`src/rtl/wb_byte_master.sv`:
```
// wb_byte_master: byte-stream driven single-beat classic Wishbone initiator.
// Parses 'W' A3..A0 D3..D0 and 'R' A3..A0 frames (MSB first), runs one bus
// cycle per frame, and answers with a status byte (plus 4 data bytes on a
// successful read).
module wb_byte_master #(
    parameter int unsigned TIMEOUT_CYCLES = 255,
    parameter logic [7:0]  ACK_BYTE       = 8'h06,
    parameter logic [7:0]  NAK_BYTE       = 8'h15
) (
    input  logic        wb_clk_i,
    input  logic        wb_rst_ni,
    input  logic [7:0]  rx_data_i,
    input  logic        rx_valid_i,
    output logic        rx_ready_o,
    output logic [7:0]  tx_data_o,
    output logic        tx_valid_o,
    input  logic        tx_ready_i,
    output logic [31:0] wbm_adr_o,
    output logic [31:0] wbm_dat_o,
    input  logic [31:0] wbm_dat_i,
    output logic        wbm_we_o,
    output logic [3:0]  wbm_sel_o,
    output logic        wbm_cyc_o,
    output logic        wbm_stb_o,
    input  logic        wbm_ack_i,
    input  logic        wbm_err_i,
    output logic        busy_o
);

    localparam logic [7:0]  OP_WRITE  = 8'h57;
    localparam logic [7:0]  OP_READ   = 8'h52;
    localparam logic [15:0] TMO_LIMIT = 16'(TIMEOUT_CYCLES);

    typedef enum logic [2:0] {
        S_IDLE,
        S_ADDR,
        S_DATA,
        S_BUS,
        S_STATUS,
        S_RDATA
    } state_t;

    state_t      state_q, state_d;
    logic        run_q, run_d;       // low only while in reset, gates rx_ready_o
    logic        is_wr_q, is_wr_d;   // direction of the frame in progress
    logic [31:0] adr_q, adr_d;
    logic [31:0] wdat_q, wdat_d;
    logic [31:0] rdat_q, rdat_d;     // read data, shifted out MSB first
    logic [1:0]  cnt_q, cnt_d;       // byte index within a 4-byte field
    logic [15:0] tmo_q, tmo_d;       // cycles spent in BUS so far
    logic        ok_q, ok_d;         // 1 = ACK status, 0 = NAK status

    logic rx_fire;
    logic tx_fire;
    logic in_bus;

    assign in_bus     = (state_q == S_BUS);
    assign rx_ready_o = run_q & ((state_q == S_IDLE) |
                                 (state_q == S_ADDR) |
                                 (state_q == S_DATA));
    assign tx_valid_o = (state_q == S_STATUS) | (state_q == S_RDATA);
    assign rx_fire    = rx_valid_i & rx_ready_o;
    assign tx_fire    = tx_valid_o & tx_ready_i;

    assign wbm_adr_o  = adr_q;
    assign wbm_dat_o  = wdat_q;
    assign wbm_cyc_o  = in_bus;
    assign wbm_stb_o  = in_bus;
    assign wbm_we_o   = in_bus & is_wr_q;
    assign wbm_sel_o  = in_bus ? 4'hF : 4'h0;
    assign busy_o     = (state_q != S_IDLE);

    // Response byte mux; data is a pure function of state so it stays stable under backpressure.
    always_comb begin
        tx_data_o = 8'h00;
        case (state_q)
            S_STATUS: tx_data_o = ok_q ? ACK_BYTE : NAK_BYTE;
            S_RDATA:  tx_data_o = rdat_q[31:24];
            default:  tx_data_o = 8'h00;
        endcase
    end

    // Next-state logic: frame parsing, bus cycle control and response sequencing.
    always_comb begin
        state_d = state_q;
        run_d   = 1'b1;
        is_wr_d = is_wr_q;
        adr_d   = adr_q;
        wdat_d  = wdat_q;
        rdat_d  = rdat_q;
        cnt_d   = cnt_q;
        tmo_d   = tmo_q;
        ok_d    = ok_q;

        case (state_q)
            S_IDLE: begin
                // Unknown opcodes are swallowed so the parser resyncs on the next valid one.
                if (rx_fire) begin
                    cnt_d = 2'd0;
                    if (rx_data_i == OP_WRITE) begin
                        is_wr_d = 1'b1;
                        state_d = S_ADDR;
                    end else if (rx_data_i == OP_READ) begin
                        is_wr_d = 1'b0;
                        state_d = S_ADDR;
                    end
                end
            end

            S_ADDR: begin
                if (rx_fire) begin
                    adr_d = {adr_q[23:0], rx_data_i};
                    cnt_d = cnt_q + 2'd1;
                    if (cnt_q == 2'd3) begin
                        cnt_d = 2'd0;
                        tmo_d = 16'd0;
                        state_d = is_wr_q ? S_DATA : S_BUS;
                    end
                end
            end

            S_DATA: begin
                if (rx_fire) begin
                    wdat_d = {wdat_q[23:0], rx_data_i};
                    cnt_d  = cnt_q + 2'd1;
                    if (cnt_q == 2'd3) begin
                        cnt_d   = 2'd0;
                        tmo_d   = 16'd0;
                        state_d = S_BUS;
                    end
                end
            end

            S_BUS: begin
                // err beats ack; ack beats a timeout landing on the same edge.
                if (wbm_err_i) begin
                    ok_d    = 1'b0;
                    state_d = S_STATUS;
                end else if (wbm_ack_i) begin
                    ok_d    = 1'b1;
                    if (!is_wr_q) begin
                        rdat_d = wbm_dat_i;
                    end
                    state_d = S_STATUS;
                end else if ((tmo_q + 16'd1) == TMO_LIMIT) begin
                    ok_d    = 1'b0;
                    state_d = S_STATUS;
                end else begin
                    tmo_d = tmo_q + 16'd1;
                end
            end

            S_STATUS: begin
                if (tx_fire) begin
                    cnt_d   = 2'd0;
                    state_d = (ok_q && !is_wr_q) ? S_RDATA : S_IDLE;
                end
            end

            S_RDATA: begin
                if (tx_fire) begin
                    rdat_d = {rdat_q[23:0], 8'h00};
                    cnt_d  = cnt_q + 2'd1;
                    if (cnt_q == 2'd3) begin
                        cnt_d   = 2'd0;
                        state_d = S_IDLE;
                    end
                end
            end

            default: begin
                state_d = S_IDLE;
            end
        endcase
    end

    // State and datapath registers; reset abandons any partial frame or pending response.
    always_ff @(posedge wb_clk_i or negedge wb_rst_ni) begin
        if (!wb_rst_ni) begin
            state_q <= S_IDLE;
            run_q   <= 1'b0;
            is_wr_q <= 1'b0;
            adr_q   <= 32'h0;
            wdat_q  <= 32'h0;
            rdat_q  <= 32'h0;
            cnt_q   <= 2'd0;
            tmo_q   <= 16'd0;
            ok_q    <= 1'b0;
        end else begin
            state_q <= state_d;
            run_q   <= run_d;
            is_wr_q <= is_wr_d;
            adr_q   <= adr_d;
            wdat_q  <= wdat_d;
            rdat_q  <= rdat_d;
            cnt_q   <= cnt_d;
            tmo_q   <= tmo_d;
            ok_q    <= ok_d;
        end
    end

endmodule

```
`config.mk`:
```
export PLATFORM = sky130hd
export DESIGN_NAME = wb_byte_master
export DESIGN_NICKNAME = d
export VERILOG_FILES = /design/src/rtl/wb_byte_master.sv
export SDC_FILE = /design/constraint.sdc
export NUM_CORES = 1
export LEC_CHECK = 0
export ABC_AREA = 1
export BUFFER_PORTS_ARGS = -buffer_cell sky130_fd_sc_hd__buf_2
export CORE_MARGIN = 4
export CORE_UTILIZATION = 35
export CTS_BUF_LIST = sky130_fd_sc_hd__clkbuf_4 sky130_fd_sc_hd__clkbuf_8 sky130_fd_sc_hd__clkbuf_16
export CTS_CLUSTER_DIAMETER = 50
export DETAILED_ROUTE_END_ITERATION = 8
export PLACE_DENSITY = 0.58
export SLEW_MARGIN = 30
export SYNTH_ARGS = -nofsm -noshare
export SYNTH_HDL_FRONTEND = slang
export SYNTH_SLANG_ARGS = --single-unit
```
`constraint.sdc`:
```
create_clock -name wb_clk_i -period 3 [get_ports wb_clk_i]
set_input_delay 0.9 -clock wb_clk_i [delete_from_list [all_inputs] [get_ports wb_clk_i]]
set_output_delay 0.9 -clock wb_clk_i [all_outputs]
set_load 0.02 [all_outputs]
```
==> impl_metrics.py, run 1 <==
metrics = {
    "outcome": {
        "status": "finished clean",
    },
    "finish": {
        "drive_above_1_share": 0.2650,
        "fin_util": 0.4535,
        "diodes": 0,
        "fin_nets": 836,
        "stdcell_area_um2": 7203,
        "area_growth_pct": 26.75,
    },
    "logic_synthesis": {
        "synth_edf_count": 0,
        "synth.area.top_cells": "dfrtp_1, nand2_1, o21ai_0, inv_1, o211ai_1",
        "yosys_warnings": 0,
        "synth_top_family_by_area": "simple AND/OR/NAND/NOR gates",
        "syn-cell-area_um2": 5683,
        "synth.most_common_cell": "nand2_1",
        "yosysTopAreaCell": "dfrtp_1",
        "netlist_instances": 665,
        "syn_nets": 714,
        "synth_top_area_share": 0.5284,
        "synth-compound-area-share": 0.1290,
        "yosysSeqAreaShare": 0.5284,
        "synth_xor_area_frac": 0.001541,
        "synth.top_cells.by_count": "nand2_1, dfrtp_1, inv_1, o21ai_0, nor2_1",
        "synth.distinct_cells": 34,
        "syn_avg_cell_area_um2": 8.546,
        "synth-simple-area-share": 0.2089,
        "synthMuxAreaShare": 0.03170,
        "ys.flop_type": "dfrtp_1",
        "synth_fa_ha_area_frac": 0.006605,
        "ys_ff_latch": 120,
        "async_flop_share": 1.000,
    },
    "place": {
        "port-buffer-count": 127,
        "dpl.hpwl_um": 9412,
        "dpl_cell_area_um2": 6554,
        "place_congestion": 0.7945,
    },
    "detailed_routing": {
        "ant_nets": 0,
        "highest_layer": "met4",
        "wl_met1_um": 6509,
        "drc": 0,
        "routed-wl-met2_um": 6435,
        "drt_iter0_drc": 294,
        "via_per_inst": 4.494,
        "routed_wl_um": 13650,
        "route.met3.wl_um": 471,
        "wl_per_cell_um": 13.43,
        "vias": 4566,
        "first_pass_iters": 6,
    },
    "clocking": {
        "cts.repair.resized": 0,
        "cts_setup_buffers": 0,
        "cts-root-buf": "clkbuf_16",
        "cts.path.max_buffers": 2,
        "cts_buffers": 17,
        "ctsHtreeMaxLevel": 4,
        "tritoncts": "yes",
        "cts.sinks": 120,
        "clkTransAtPathRegs_ns": 0.05,
        "clock_latency_ns": 0.41,
        "cts_hold_buffers": 0,
    },
    "die": {
        "rows": 46,
        "num_io_pins": 128,
        "core_area_um2": 15890,
        "dieArea_um2": 18340,
        "die_h_um": 135.4,
        "start_util": 0.3578,
        "die_w_um": 135.4,
    },
    "min_path": {
        "hp-class": "primary input to async pin",
    },
    "setup_path": {
        "required_ns": 2.10,
        "crit_arrival_ns": 1.82,
        "path_max_fanout": 17,
        "end_kind": "primary output",
        "start_kind": "flip-flop",
        "reg2reg_depth": 13,
        "critPathMostFrequentCell": "inv_2",
        "cp_slowest_cell": "dfrtp_1",
        "critPathMaxStageDelay_ns": 0.43,
        "crit_type": "flip-flop to primary output",
        "rrSetupSlack_ns": 0.64,
        "crit_chain": "inv_2 > nand2_1 > nor2_4 > inv_2 > o21ai_0 > buf_2",
    },
    "timing": {
        "setup_tns_ns": 0,
        "rsz0062_at_grt": "no",
        "fmax_mhz": 367.7,
        "fin_crit_ns": 2.720,
        "setup_viol": 0,
        "relSlewSlack": 0.6604,
        "finalHoldViolCount": 0,
        "fin_crit_sh": 0.9066,
        "finClkSkew_ns": 0.007390,
        "worst_pin_slew_ns": 0.5095,
        "maxSlewViolCount": 0,
    },
    "power_and_ir_drop": {
        "power_density_nw_per_um2": 1065,
        "p_leak_nw": 3.725,
        "vdd_drop_max_v": 0.0004977,
    },
    "global_route": {
        "grt-ovfl-total": 0,
        "grt_max_degree": 65,
        "first_global_vias": 4494,
        "grt_util_all_layers": 0.1541,
        "antenna_found_initial": 0,
        "grt_pass1_wl_um": 22540,
    },
    "run": {
        "drv_cap": 0,
    },
}
[worst max-delay path, delay by kind of cell (launching register included)]
family | cells | cell delay, ns
compound gates | 1 | 0.27
buf+inv | 3 | 0.47
flops | 1 | 0.43
simple gates | 2 | 0.24
[cell families (layout without fill, tap and decap cells)]
kind of cell | count (synthesis) | count (layout)
AND/OR/NAND/NOR | 265 | 265
buffers and inverters | 131 | 266
AO/OA/AOI/OAI | 128 | 128
flip-flops | 120 | 120
multiplexers | 16 | 16
adder cells (fa/ha/maj) | 3 | 3
other | 1 | 1
XOR/XNOR | 1 | 1
[layout by cell type (no fill, tap or decap), drive strengths merged]
| master | Yosys | routed |
|---|---|---|
| a21oi | 19 | 19 |
| o22ai | 2 | 2 |
| nand4 | 23 | 23 |
| dfrtp | 120 | 120 |
| a21o | 1 | 1 |
| or2 | 1 | 1 |
| clkinv | 0 | 6 |
| ha | 3 | 3 |
| mux2 | 16 | 16 |
| nand3 | 25 | 25 |
| o211ai | 26 | 26 |
| o21bai | 3 | 3 |
| conb | 1 | 1 |
| buf | 15 | 137 |
| clkbuf | 19 | 17 |
| o21ai | 77 | 77 |
| nor2 | 49 | 49 |
| xnor2 | 1 | 1 |
| inv | 97 | 99 |
| clkinvlp | 0 | 2 |
| nor3 | 6 | 6 |
| bufinv | 0 | 5 |
| nand2 | 160 | 160 |
| nand3b | 1 | 1 |
[where the power goes]
part           leakage [nW]  internal, mW  switching (mW)  total [mW]
combinational          1.90         0.918            1.88        2.80
sequential             1.51          2.28           0.350        2.63
clock                 0.314          1.48           0.771        2.25
[per-stage QoR]
stage | worst slack, ns | instances | hold slack [ns] | power [mW]
final | 0.2803 | 1016 | 0.4286 | 7.674
after global routing | 0.1011 | 1016 | 0.4468 | 8.200
after CTS | 0.2328 | 1016 | 0.4307 | 7.784
after detailed placement | 0.4866 | 984 | 0.4735 | 5.485
after global placement | 0.5518 | 984 | 0.4663 | 5.461
after floorplan | 0.3837 | 665 | 0.4601 | 4.533
[metal layers]
metal,vias up,global-route usage
li1,2399,-
met5,-,0
met1,2065,0.2086
met4,0,0.05431
met2,85,0.2431
met3,17,0.03603
[path summary, 6_finish.rpt]
path | start | endpoint
setup / recovery | state_q[1] | tx_data_o[1]
hold reg to reg | wbm_adr_o[26] | wbm_adr_o[26]
min in group wb_clk_i | wbm_adr_o[26] | wbm_adr_o[26]
hold / removal | wb_rst_ni | wbm_adr_o[30]
max in group asynchronous | wb_rst_ni | cnt_q[0]
setup reg to reg | tmo_q[1] | tmo_q[11]
[cell type report]
type / instances / area [um^2]
fill: 1588 / 8682
sequential: 120 / 3003
multi-input combinational: 414 / 2166
timing repair buffer: 137 / 750.7
clock buffer: 17 / 425.4
inverter: 97 / 364.1
tap: 216 / 270.3
clock inverter: 15 / 224.0
[state kept, by name (all words and copies together) (netlist names)]
| name | count |
|---|---|
| cnt_q | 2 |
| is_wr_q | 1 |
| ok_q | 1 |
| rdat_q | 32 |
| run_q | 1 |
| state_q | 3 |
| tmo_q | 16 |
| wbm_adr_o | 32 |
| wbm_dat_o | 32 |
No activity file was read; power rests on OpenSTA's default activity.
==> run 2: changes to the inputs <==
--- a/config.mk
+++ b/config.mk
@@ -6,13 +6,13 @@
 export NUM_CORES = 1
 export LEC_CHECK = 0
 export ABC_AREA = 1
-export BUFFER_PORTS_ARGS = -buffer_cell sky130_fd_sc_hd__buf_2
 export CORE_MARGIN = 4
 export CORE_UTILIZATION = 35
 export CTS_BUF_LIST = sky130_fd_sc_hd__clkbuf_4 sky130_fd_sc_hd__clkbuf_8 sky130_fd_sc_hd__clkbuf_16
 export CTS_CLUSTER_DIAMETER = 50
 export DETAILED_ROUTE_END_ITERATION = 8
-export PLACE_DENSITY = 0.58
+export DONT_BUFFER_PORTS = 1
+export PLACE_DENSITY = 0.45
 export SLEW_MARGIN = 30
 export SYNTH_ARGS = -nofsm -noshare
 export SYNTH_HDL_FRONTEND = slang
==> impl_metrics.py, run 2 (synthesis gave the netlist of run 1 again) <==
metrics = {
    "clocking": {
        "cts-root-buf": "clkbuf_16",
        "cts.sinks": 120,
        "ctsHtreeMaxLevel": 4,
        "cts_setup_buffers": 0,
        "clock_latency_ns": 0.41,
        "cts.repair.resized": 0,
        "tritoncts": "yes",
        "clkTransAtPathRegs_ns": 0.06,
        "cts_hold_buffers": 0,
        "cts_buffers": 17,
        "cts.path.max_buffers": 2,
    },
    "run": {
        "drv_cap": 0,
    },
    "power_and_ir_drop": {
        "p_leak_nw": 3.155,
        "power_density_nw_per_um2": 1098,
        "vdd_drop_max_v": 0.0006363,
    },
    "setup_path": {
        "critPathMaxStageDelay_ns": 0.44,
        "critPathMostFrequentCell": "nand2_1",
        "cp_slowest_cell": "dfrtp_1",
        "path_max_fanout": 8,
        "end_kind": "primary output",
        "crit_chain": "inv_2 > nand2_1 > nand2_1 > inv_1 > nand2_1 > nand2_2 > inv_1",
        "setup.worst_path.start": "state_q[2]",
        "crit_type": "flip-flop to primary output",
        "r2r-start": "state_q[2]",
        "crit_arrival_ns": 1.86,
        "required_ns": 2.10,
        "start_kind": "flip-flop",
    },
    "die": {
        "rows": 46,
        "start_util": 0.3578,
        "die_w_um": 135.4,
        "dieArea_um2": 18340,
        "core_area_um2": 15890,
        "die_h_um": 135.4,
        "num_io_pins": 128,
    },
    "finish": {
        "most-common-layout-cells": "nand2_1, dfrtp_1, inv_1",
        "fin_nets": 709,
        "final_cells": 889,
        "layout.cells.most_common": "nand2_1",
        "drive_above_1_share": 0.1263,
        "area_growth_pct": 15.06,
        "diodes": 0,
    },
    "timing": {
        "setup_tns_ns": 0,
        "whs_ns": 0.1855,
        "fin_crit_sh": 0.9216,
        "rsz0062_at_grt": "no",
        "worst_pin_slew_ns": 0.5395,
        "fin_crit_ns": 2.765,
        "fmax_mhz": 361.7,
        "setup_viol": 0,
        "maxSlewViolCount": 0,
        "finClkSkew_ns": 0.007735,
        "relSlewSlack": 0.6456,
        "finalHoldViolCount": 0,
    },
    "global_route": {
        "grt_util_all_layers": 0.1503,
        "grt_max_degree": 121,
        "first_global_vias": 4280,
        "antenna_found_initial": 0,
        "grt_pass1_wl_um": 21780,
        "grt-ovfl-total": 0,
    },
    "detailed_routing": {
        "vias": 4226,
        "via_per_inst": 4.754,
        "first_pass_iters": 4,
        "drc": 0,
        "ant_nets": 0,
        "routed_wl_um": 13130,
        "drt_iter0_drc": 232,
        "wl_per_cell_um": 14.77,
    },
    "place": {
        "dpl.hpwl_um": 9124,
        "port-buffer-count": 0,
        "place_congestion": 0.8332,
        "dp_cells": 857,
    },
    "outcome": {
        "status": "finished clean",
    },
    "min_path": {
        "hp-class": "primary input to async pin",
    },
}
[run 2: changes by cell type in the layout (fill, tap and decap cells not counted), moves of 2 or more]
cell | before | now
buf_2 | 126 | 0
buf_12 | 3 | 0
clkbuf_8 | 0 | 3
clkinv_2 | 3 | 0
buf_4 | 8 | 10
[run 2: final cells by class]
class	count	area [um^2]
Sequential cell	120	3003
Inverter	97	364.1
Fill cell	1633	9346
Clock buffer	20	466.7
Timing Repair Buffer	10	75.07
Multi-Input combinational cell	414	2172
Tap cell	216	270.3
Clock inverter	12	187.7
[run 2: routing by layer]
metal  vias to the layer above  global-route usage  share of wire
li1                       2136                   -              -
met1                      1980              0.1939           0.45
met2                       101              0.2306           0.47
met3                         9             0.06426          0.072
met4                         0             0.04479          0.014
met5                         -                   0              0
[run 2: worst paths after layout]
check                      slack [ns]      endpoint  cells past startpoint
setup / recovery                 0.24    rx_ready_o                      7
hold / removal                   0.19  wbm_dat_o[7]                      0
setup reg to reg                 0.63    state_q[0]                     12
hold reg to reg                  0.50     tmo_q[15]                      2
max in group asynchronous        2.70     rdat_q[5]                      0
min in group wb_clk_i            0.50     tmo_q[15]                      2
[run 2: through the flow]
| stage | power, mW | util | cell area [um^2] | setup slack, ns |
|---|---|---|---|---|
| final | 7.180 | 0.4116 | 6539 | 0.2352 |
| after global routing | 7.682 | 0.4116 | 6539 | 0.08093 |
| after CTS | 7.298 | 0.4116 | 6539 | 0.2213 |
| after detailed placement | 5.023 | 0.3704 | 5884 | 0.6179 |
| after global placement | 4.967 | 0.3704 | 5884 | 0.6848 |
| after floorplan | 4.533 | - | 5683 | 0.3837 |
[run 2: power breakdown]
part           switching (mW)  internal, mW  total (mW)
registers               0.958          2.28        3.23
logic                    1.14         0.580        1.72
clock network           0.754          1.47        2.22
[run 2: critical path, delay by kind of cell (launching register included)]
family,cells,cell delay (ns)
flip-flops,1,0.44
AND/OR/NAND/NOR,4,0.59
buffers and inverters,3,0.42
